`src/rtl/wishbone_bus_if.sv`:
```
// Single-outstanding Wishbone master bridge between the CPU mem stage and a Wishbone slave.
// The request is registered; load data is forwarded combinationally in the ack cycle.
module wishbone_bus_if #(
  parameter int unsigned TIMEOUT_CYCLES = 255
) (
  input  logic        clk,
  input  logic        rst,
  input  logic [5:0]  stall_i,
  input  logic        flush_i,
  input  logic        cpu_ce_i,
  input  logic [31:0] cpu_addr_i,
  input  logic [31:0] cpu_data_i,
  input  logic        cpu_we_i,
  input  logic [3:0]  cpu_sel_i,
  output logic [31:0] cpu_data_o,
  output logic        stallreq_o,
  output logic        bus_err_o,
  output logic [31:0] wb_addr_o,
  output logic [31:0] wb_data_o,
  output logic        wb_we_o,
  output logic [3:0]  wb_sel_o,
  output logic        wb_stb_o,
  output logic        wb_cyc_o,
  input  logic [31:0] wb_data_i,
  input  logic        wb_ack_i
);

  typedef enum logic [1:0] {
    StIdle         = 2'd0,
    StBusy         = 2'd1,
    StWaitForStall = 2'd2
  } state_e;

  typedef struct packed {
    logic [31:0] addr;
    logic [31:0] data;
    logic        we;
    logic [3:0]  sel;
    logic        cyc;
  } wb_req_t;

  localparam logic [15:0] TimeoutLast = 16'(TIMEOUT_CYCLES - 1);

  state_e      state;
  wb_req_t     req;
  logic [31:0] rd_buf;
  logic [15:0] tmo_cnt;

  logic accept;
  logic timeout;
  logic stalled;

  assign accept  = (state == StIdle) && cpu_ce_i && !flush_i;
  assign timeout = (tmo_cnt == TimeoutLast);
  assign stalled = |stall_i;

  // One register drives both cyc and stb so they can never diverge.
  assign wb_addr_o = req.addr;
  assign wb_data_o = req.data;
  assign wb_we_o   = req.we;
  assign wb_sel_o  = req.sel;
  assign wb_cyc_o  = req.cyc;
  assign wb_stb_o  = req.cyc;

  always_ff @(posedge clk) begin
    if (rst) begin
      state     <= StIdle;
      req       <= '0;
      rd_buf    <= '0;
      tmo_cnt   <= '0;
      bus_err_o <= 1'b0;
    end else begin
      bus_err_o <= 1'b0;
      case (state)
        StIdle: begin
          if (accept) begin
            req.addr <= cpu_addr_i;
            req.data <= cpu_data_i;
            req.we   <= cpu_we_i;
            req.sel  <= cpu_sel_i;
            req.cyc  <= 1'b1;
            tmo_cnt  <= '0;
            state    <= StBusy;
          end else begin
            req <= '0;
          end
        end
        StBusy: begin
          if (flush_i) begin
            // A same-cycle ack is dropped: the flushed instruction must not see its data.
            req    <= '0;
            rd_buf <= '0;
            state  <= StIdle;
          end else if (wb_ack_i) begin
            req <= '0;
            if (!req.we) begin
              rd_buf <= wb_data_i;
            end
            state <= stalled ? StWaitForStall : StIdle;
          end else if (timeout) begin
            req       <= '0;
            rd_buf    <= '0;
            bus_err_o <= 1'b1;
            state     <= stalled ? StWaitForStall : StIdle;
          end else begin
            tmo_cnt <= (tmo_cnt == 16'hFFFF) ? tmo_cnt : tmo_cnt + 16'd1;
          end
        end
        StWaitForStall: begin
          if (flush_i) begin
            rd_buf <= '0;
            state  <= StIdle;
          end else if (!stalled) begin
            state <= StIdle;
          end
        end
        default: begin
          state <= StIdle;
          req   <= '0;
        end
      endcase
    end
  end

  always_comb begin
    stallreq_o = 1'b0;
    cpu_data_o = '0;
    case (state)
      StIdle: stallreq_o = cpu_ce_i && !flush_i;
      StBusy: begin
        stallreq_o = !(wb_ack_i || flush_i);
        if (wb_ack_i && !flush_i && !req.we) begin
          cpu_data_o = wb_data_i;
        end
      end
      StWaitForStall: cpu_data_o = rd_buf;
      default: ;
    endcase
  end

endmodule

```
`config.mk`:
```
export PLATFORM = sky130hd
export DESIGN_NAME = wishbone_bus_if
export DESIGN_NICKNAME = d
export VERILOG_FILES = /design/src/rtl/wishbone_bus_if.sv
export SDC_FILE = /design/constraint.sdc
export NUM_CORES = 1
export LEC_CHECK = 0
export CAP_MARGIN = 40
export CORE_ASPECT_RATIO = 2
export CORE_MARGIN = 2
export CORE_UTILIZATION = 47
export DETAILED_ROUTE_END_ITERATION = 8
export GPL_ROUTABILITY_DRIVEN = 0
export GPL_TIMING_DRIVEN = 0
export MAX_ROUTING_LAYER = met4
export PLACE_DENSITY = 0.86
export SLEW_MARGIN = 10
export SYNTH_ARGS = -nofsm -noshare
export SYNTH_HDL_FRONTEND = slang
export SYNTH_SLANG_ARGS = --single-unit
```
`constraint.sdc`:
```
create_clock -name clk -period 5.4 [get_ports clk]
set_input_delay 0.54 -clock clk [delete_from_list [all_inputs] [get_ports clk]]
set_output_delay 0.54 -clock clk [all_outputs]
set_load 0.02 [all_outputs]
```
==> results of run 1 <==
-- layout by cell type, fill, tap and decap left out, drive strengths merged, types with 4 or more instances in the layout --
cell and n:
inv 9, o21ai 13, clkdlybuf4s50 215, buf 19
clkbuf 62, a21o 4, or4 11, nand4 5
nand3 107, bufinv 4, dfxtp 121, clkinv 4
nor4 5, nor2 11, a21oi 118, a22oi 32
nand2 125, ha 5, nor2b 33
-- report_power, final --
group          switching, mW  leakage (nW)  internal [mW]
registers             0.0123         0.980          0.915
clock network          0.427         0.303          0.787
logic                  0.161          1.46          0.150
total                  0.601          2.74           1.85
-- worst paths after layout --
kind           startpoint              to  slack [ns]  depth (start not counted)
min          wb_data_o[5]    wb_data_o[5]        0.45                          2
max reg2reg      state[1]     tmo_cnt[10]        2.37                          8
min reg2reg  wb_data_o[5]    wb_data_o[5]        0.45                          2
max              state[1]  cpu_data_o[31]        1.46                         10
-- metrics by stage --
stage	hold WS, ns	power, mW	cells
6_report	0.4491	2.453	1086
5_1_grt	0.4599	2.525	1086
3_3_place_gp	0.4366	1.247	1054
3_5_place_dp	0.4424	1.250	1055
2_1_floorplan	0.4323	1.086	697
4_1_cts	0.4500	2.455	1086
-- cells by family after synthesis --
kind of cell               count (synthesis)
DFF                                      121
and+or+nand+nor                          319
buffers and inverters                     68
muxes                                      1
AOI/OAI and AO/OA                        183
adders and majority gates                  5
-- layout make-up --
type / instances / area, um^2
fill: 823 / 2929
multi-input combinational: 508 / 2706
sequential: 121 / 2422
timing repair buffer: 216 / 2157
clock buffer: 18 / 439.2
buffer: 62 / 307.8
clock inverter: 13 / 192.7
tap: 142 / 177.7
inverter: 6 / 22.52
-- layer usage --
metal  track usage  up-vias
met3       0.06863       55
met1        0.3073     2933
met2        0.5651      303
li1              -     2940
met5             -        -
met4        0.1646        0
-- registers in the layout, summed over array words and instances (netlist names) --
name	cells
bus_err_o	1
rd_buf	32
state	2
tmo_cnt	16
wb_addr_o	32
wb_cyc_o	1
wb_data_o	32
wb_sel_o	4
wb_we_o	1
-- worst reg2reg max path, cell delays in order (launching register included) --
cell and delay [ns]:
dfxtp_1 0.33, inv_1 0.08, ha_1 0.15, clkbuf_1 0.30
nor3b_1 0.56, nand2b_1 0.26, a211oi_1 0.78, a41oi_1 0.20
a311oi_1 0.29
==> metrics, run 1 <==
Max Fclk 0.2537 GHz; Tmin final 3.942 ns; worst min-delay path category register to register; clock skew 0.01435 ns; crit end category output pin; post-synthesis register bit count 121; die height 156.4 um; setup repair bufs after CTS 0; status complete, no violations; sequential-to-total area share from yosys stat 0.4437; Root Driver clkbuf_16; Starting Density 0.4808; Slew headroom 0.3414; IO Pins 217; Slew @ Worst Pin 0.9631 ns; vias per cell 5.738; final core occ 0.7420; hold buffers post-CTS 0; share of the synthesized area in the top cell type 0.4437; initial antenna violation count 0; Final Cycle Share 0.7299; Routed Antenna Nets 0; Routed WL 18.87 mm; H-tree depth 4; Buffers on Ports 215; Max Fanout on Critical Path 10; clock buffer depth 2; dpl hpwl 13.72 mm; leakage power figure 2.743 nW; clock latency on the worst-skew pair 0.42 ns; Simple-Gate Fraction of Synth Area 0.2858; Initial DRC Count 367; DP Worst Slack 1.970 ns; mux contribution to synthesized area 0.001834; top layer in use met4; clock slew seen by the registers of the worst setup and hold paths 0.06 ns; largest family of logic cells by synthesized area simple AND/OR/NAND/NOR gates; PwrDens 291.1 mW/mm^2; max incr delay on CP 0.63 ns; metal3 WL 1.110 mm; Synth Flop Type dfxtp_1; YS warnings 0; Detailed Routing Iterations Pass 1 5; largest net degree at the start of global routing 17; slowest CP cell clkdlybuf4s50_1; Max-Cap Viols 0; post-DR wirelength/cell 17.37 um; Post-Route M1 WL 6.571 mm; top-count cell post-synth nand2_1; RSZ-0062 raised after global routing false; # setup viols final 0; post-route design area 0.008426 mm^2; Syn Nets 814; Synth Area in Adders 0.01146; first-pass GRT wire length 30.02 mm; Buf/Inv on CP 6; average size of a mapped cell 7.832 um^2; Yosys cell types 47; gr usage total 0.3145; Post-Syn Instances 697; Fin. Hold Viols 0; # diodes 0; Area growth syn-to-layout 54.34%; setup_tns 0 ns; CTS tree done; total clock buffers created by CTS 17; PnR worst setup slack 1.458 ns; Via Count 6231; Worst setup SP type register; commonest cells in the netlist nand2_1 (125), dfxtp_1 (121), a21oi_1 (117), nand3_1 (107), clkbuf_1 (44); CP required 4.86 ns; fin. max-slew vios 0; Die Area 0.01254 mm^2; final net count 1049; Peak VDD IR 0.3053 mV; routed wl met2 10.40 mm; Synth Area in Compound Gates 0.1967; PostCTS Resize Cnt 0; FP Rows 55; Cell Chain, Critical Path inv_1 > ha_1 > clkbuf_1 > inv_1 > nor4b_1 > buf_2 > clkbuf_1 > a22oi_1 > nor2b_1 > clkdlybuf4s50_1; DRC viols 0; Overflow after GRT 0; synth top area cells dfxtp_1 (44%), a21oi_1 (11%), nand3_1 (9.8%), nand2_1 (8.6%), a22oi_1 (4.4%); layout cells sized above 1 0.06038; Post-synth EDFFs 0; area of placed instances 0.007794 mm^2; CORE AREA 0.01135 mm^2; CP Class register to output pin; clock sinks 121; vias in the first global route 6124; post-synth top area cell dfxtp_1; CP arrival 3.40 ns; post-synthesis xor/xnor area fraction 0; Worst path top cell family by delay buffers and inverters; Synth Cell Area 0.005459 mm^2; fraction of registers with async set/reset 0; Die X 80.21 um
Power figures use the tool's default switching activity.
==> inputs of run 2 (changes only) <==
- CORE_UTILIZATION: 47 -> 40
- PLACE_DENSITY: 0.86 -> 0.78
- clock period: 5.4 -> 3.5 ns (I/O delays scaled with it)
==> metrics, run 2 (synthesis gave the netlist of run 1 again) <==
IO Pins 217 (unchanged); hold_ws 0.4477 ns (was 0.4491 ns); Max-Cap Viols 0 (unchanged); P_int 2.739 mW (was 1.852 mW); final net count 1047 (was 1049); post-DR wirelength/cell 16.89 um (was 17.37 um); setup_tns 0 ns (unchanged); largest net degree at the start of global routing 17 (unchanged); layout cells sized above 1 0.06469 (was 0.06038); Area growth syn-to-layout 54.27% (was 54.34%); H-tree depth 4 (unchanged); CP arrival 2.91 ns (was 3.40 ns); CP Class register to output pin (unchanged); R2R Setup Slk 0.65 ns (was 2.37 ns); Die X 86.61 um (was 80.21 um); dpl hpwl 14.00 mm (was 13.72 mm); die height 169.2 um (was 156.4 um); CTS tree done (unchanged); RR Endpoint tmo_cnt[10] (unchanged); Peak VDD IR 0.3217 mV (was 0.3053 mV); status complete, no violations (unchanged); # setup viols final 0 (unchanged); Fin. Hold Viols 0 (unchanged); clock slew seen by the registers of the worst setup and hold paths 0.06 ns (about the same); clock sinks 121 (unchanged); leakage power figure 2.736 nW (was 2.743 nW); Sequential Power Share 0.390 (was 0.378); Slew @ Worst Pin 0.8995 ns (was 0.9631 ns); Max Fanout on Critical Path 10 (unchanged); R2R depth 7 (was 8); setup repair bufs after CTS 0 (unchanged); Hold Path Origin wb_data_o[10] (was wb_data_o[5]); Detailed Routing Iterations Pass 1 5 (unchanged); first-pass GRT wire length 29.34 mm (was 30.02 mm); Max Fclk 0.3071 GHz; Sw Ratio 0.2535 (was 0.2450); total clock buffers created by CTS 17 (unchanged); clock latency on the worst-skew pair 0.41 ns (was 0.42 ns); initial antenna violation count 0 (unchanged); leading cell type in the layout, fill and taps excluded clkdlybuf4s50_1 (unchanged); Root Driver clkbuf_16 (unchanged); Buffers on Ports 215 (unchanged); hold depth 2 (unchanged); power share of the combinational group 0.131 (was 0.127); Initial DRC Count 296 (was 367); vias per cell 5.493 (was 5.738); PwrDens 435.6 mW/mm^2 (was 291.1 mW/mm^2); power consumption 3.668 mW (was 2.453 mW); RSZ-0062 raised after global routing false (unchanged); Hold EP wb_data_o[10] (was wb_data_o[5]); Die Area 0.01465 mm^2 (was 0.01254 mm^2); worst min-delay path category register to register (unchanged); fin. max-slew vios 0 (unchanged); Tmin final 3.256 ns; Switch Pwr 929.9 uW (was 601.0 uW); clock skew 0.007717 ns (was 0.01435 ns); clock buffer depth 2 (unchanged); Overflow after GRT 0 (unchanged); Starting Density 0.4085 (was 0.4808); Routed Antenna Nets 0 (unchanged); CORE AREA 0.01336 mm^2 (was 0.01135 mm^2); crit end category output pin (unchanged); DRC viols 0 (unchanged); # fillers 1165 (was 823); vias in the first global route 5845 (was 6124); post-route design area 0.008422 mm^2 (was 0.008426 mm^2); Slew headroom 0.3848 (was 0.3414); # diodes 0 (unchanged); most frequent cells in the layout clkdlybuf4s50_1 (215), nand2_1 (125), dfxtp_1 (121), a21oi_1 (117), nand3_1 (107) (unchanged); CP required 3.15 ns (was 4.86 ns); Worst setup SP type register (unchanged); Via Count 6031 (was 6231); FP Rows 60 (was 55); RR Startpoint state[1] (unchanged); Final Cycle Share 0.9304; gr usage total 0.2593 (was 0.3145); Routed WL 18.54 mm (was 18.87 mm); area of placed instances 0.007805 mm^2 (was 0.007794 mm^2); clock power share 0.480 (was 0.495)
-- run 2: layer usage --
metal  share of wire  global-route usage  up-vias
met2            0.55              0.4548      243
met5               0                   -        -
li1                -                   -     2942
met3           0.052             0.05496       48
met4           0.038              0.1250        0
met1            0.36              0.2693     2798
-- run 2: what timing repair did --
action                     CTS  global route
pin swaps                    0             1
gates resized for setup      6             3
cloned                       0             0
setup endpoints to repair   32            11
hold buffers                 0             0
-- run 2: how the worst max path moves through the flow --
stage / slack, ns / to / startpoint
floorplan: 1.01 / cpu_data_o[0] / state[1]
finish: 0.24 / cpu_data_o[4] / state[1]
global route: 0.07 / cpu_data_o[3] / state[1]
global placement: -0.08 / cpu_data_o[5] / state[1]
detailed placement: -0.12 / cpu_data_o[4] / state[1]
CTS: 0.12 / cpu_data_o[3] / state[1]
-- run 2: area by class of cell --
class,instances,area [um^2],share of cell area
clock buffer,20,456.7,0.05423
buffer,61,312.8,0.03714
timing repair buffer,215,2152,0.2555
tap,155,193.9,0.02303
clock inverter,12,137.6,0.01634
sequential,121,2422,0.2876
multi-input combinational,508,2724,0.3234
inverter,6,22.52,0.002674
-- run 2: power by group through the flow --
stage | Sequential [mW] | Combinational (mW) | Clock (mW)
floorplan | 1.49 | 0.187 | 0
global placement | 1.46 | 0.473 | 0
detailed placement | 1.46 | 0.474 | 0
CTS | 1.43 | 0.479 | 1.79
global route | 1.43 | 0.516 | 1.85
finish | 1.43 | 0.479 | 1.76
-- run 2: per-stage QoR --
step	util	setup slack (ns)	std cells
CTS	0.6299	0.1177	1098
finish	0.6302	0.2437	1098
floorplan	-	1.011	697
global placement	0.5841	-0.07967	1067
global route	0.6302	0.06691	1098
detailed placement	0.5841	-0.1201	1067
-- run 2: critical path: stages, from the launching register on --
cell and delay [ns]:
dfxtp_1 0.32, inv_1 0.08, ha_2 0.26, inv_1 0.19
nor4b_4 0.44, clkbuf_4 0.30, a22oi_1 0.09, nor2b_1 0.18
clkdlybuf4s50_1 0.63
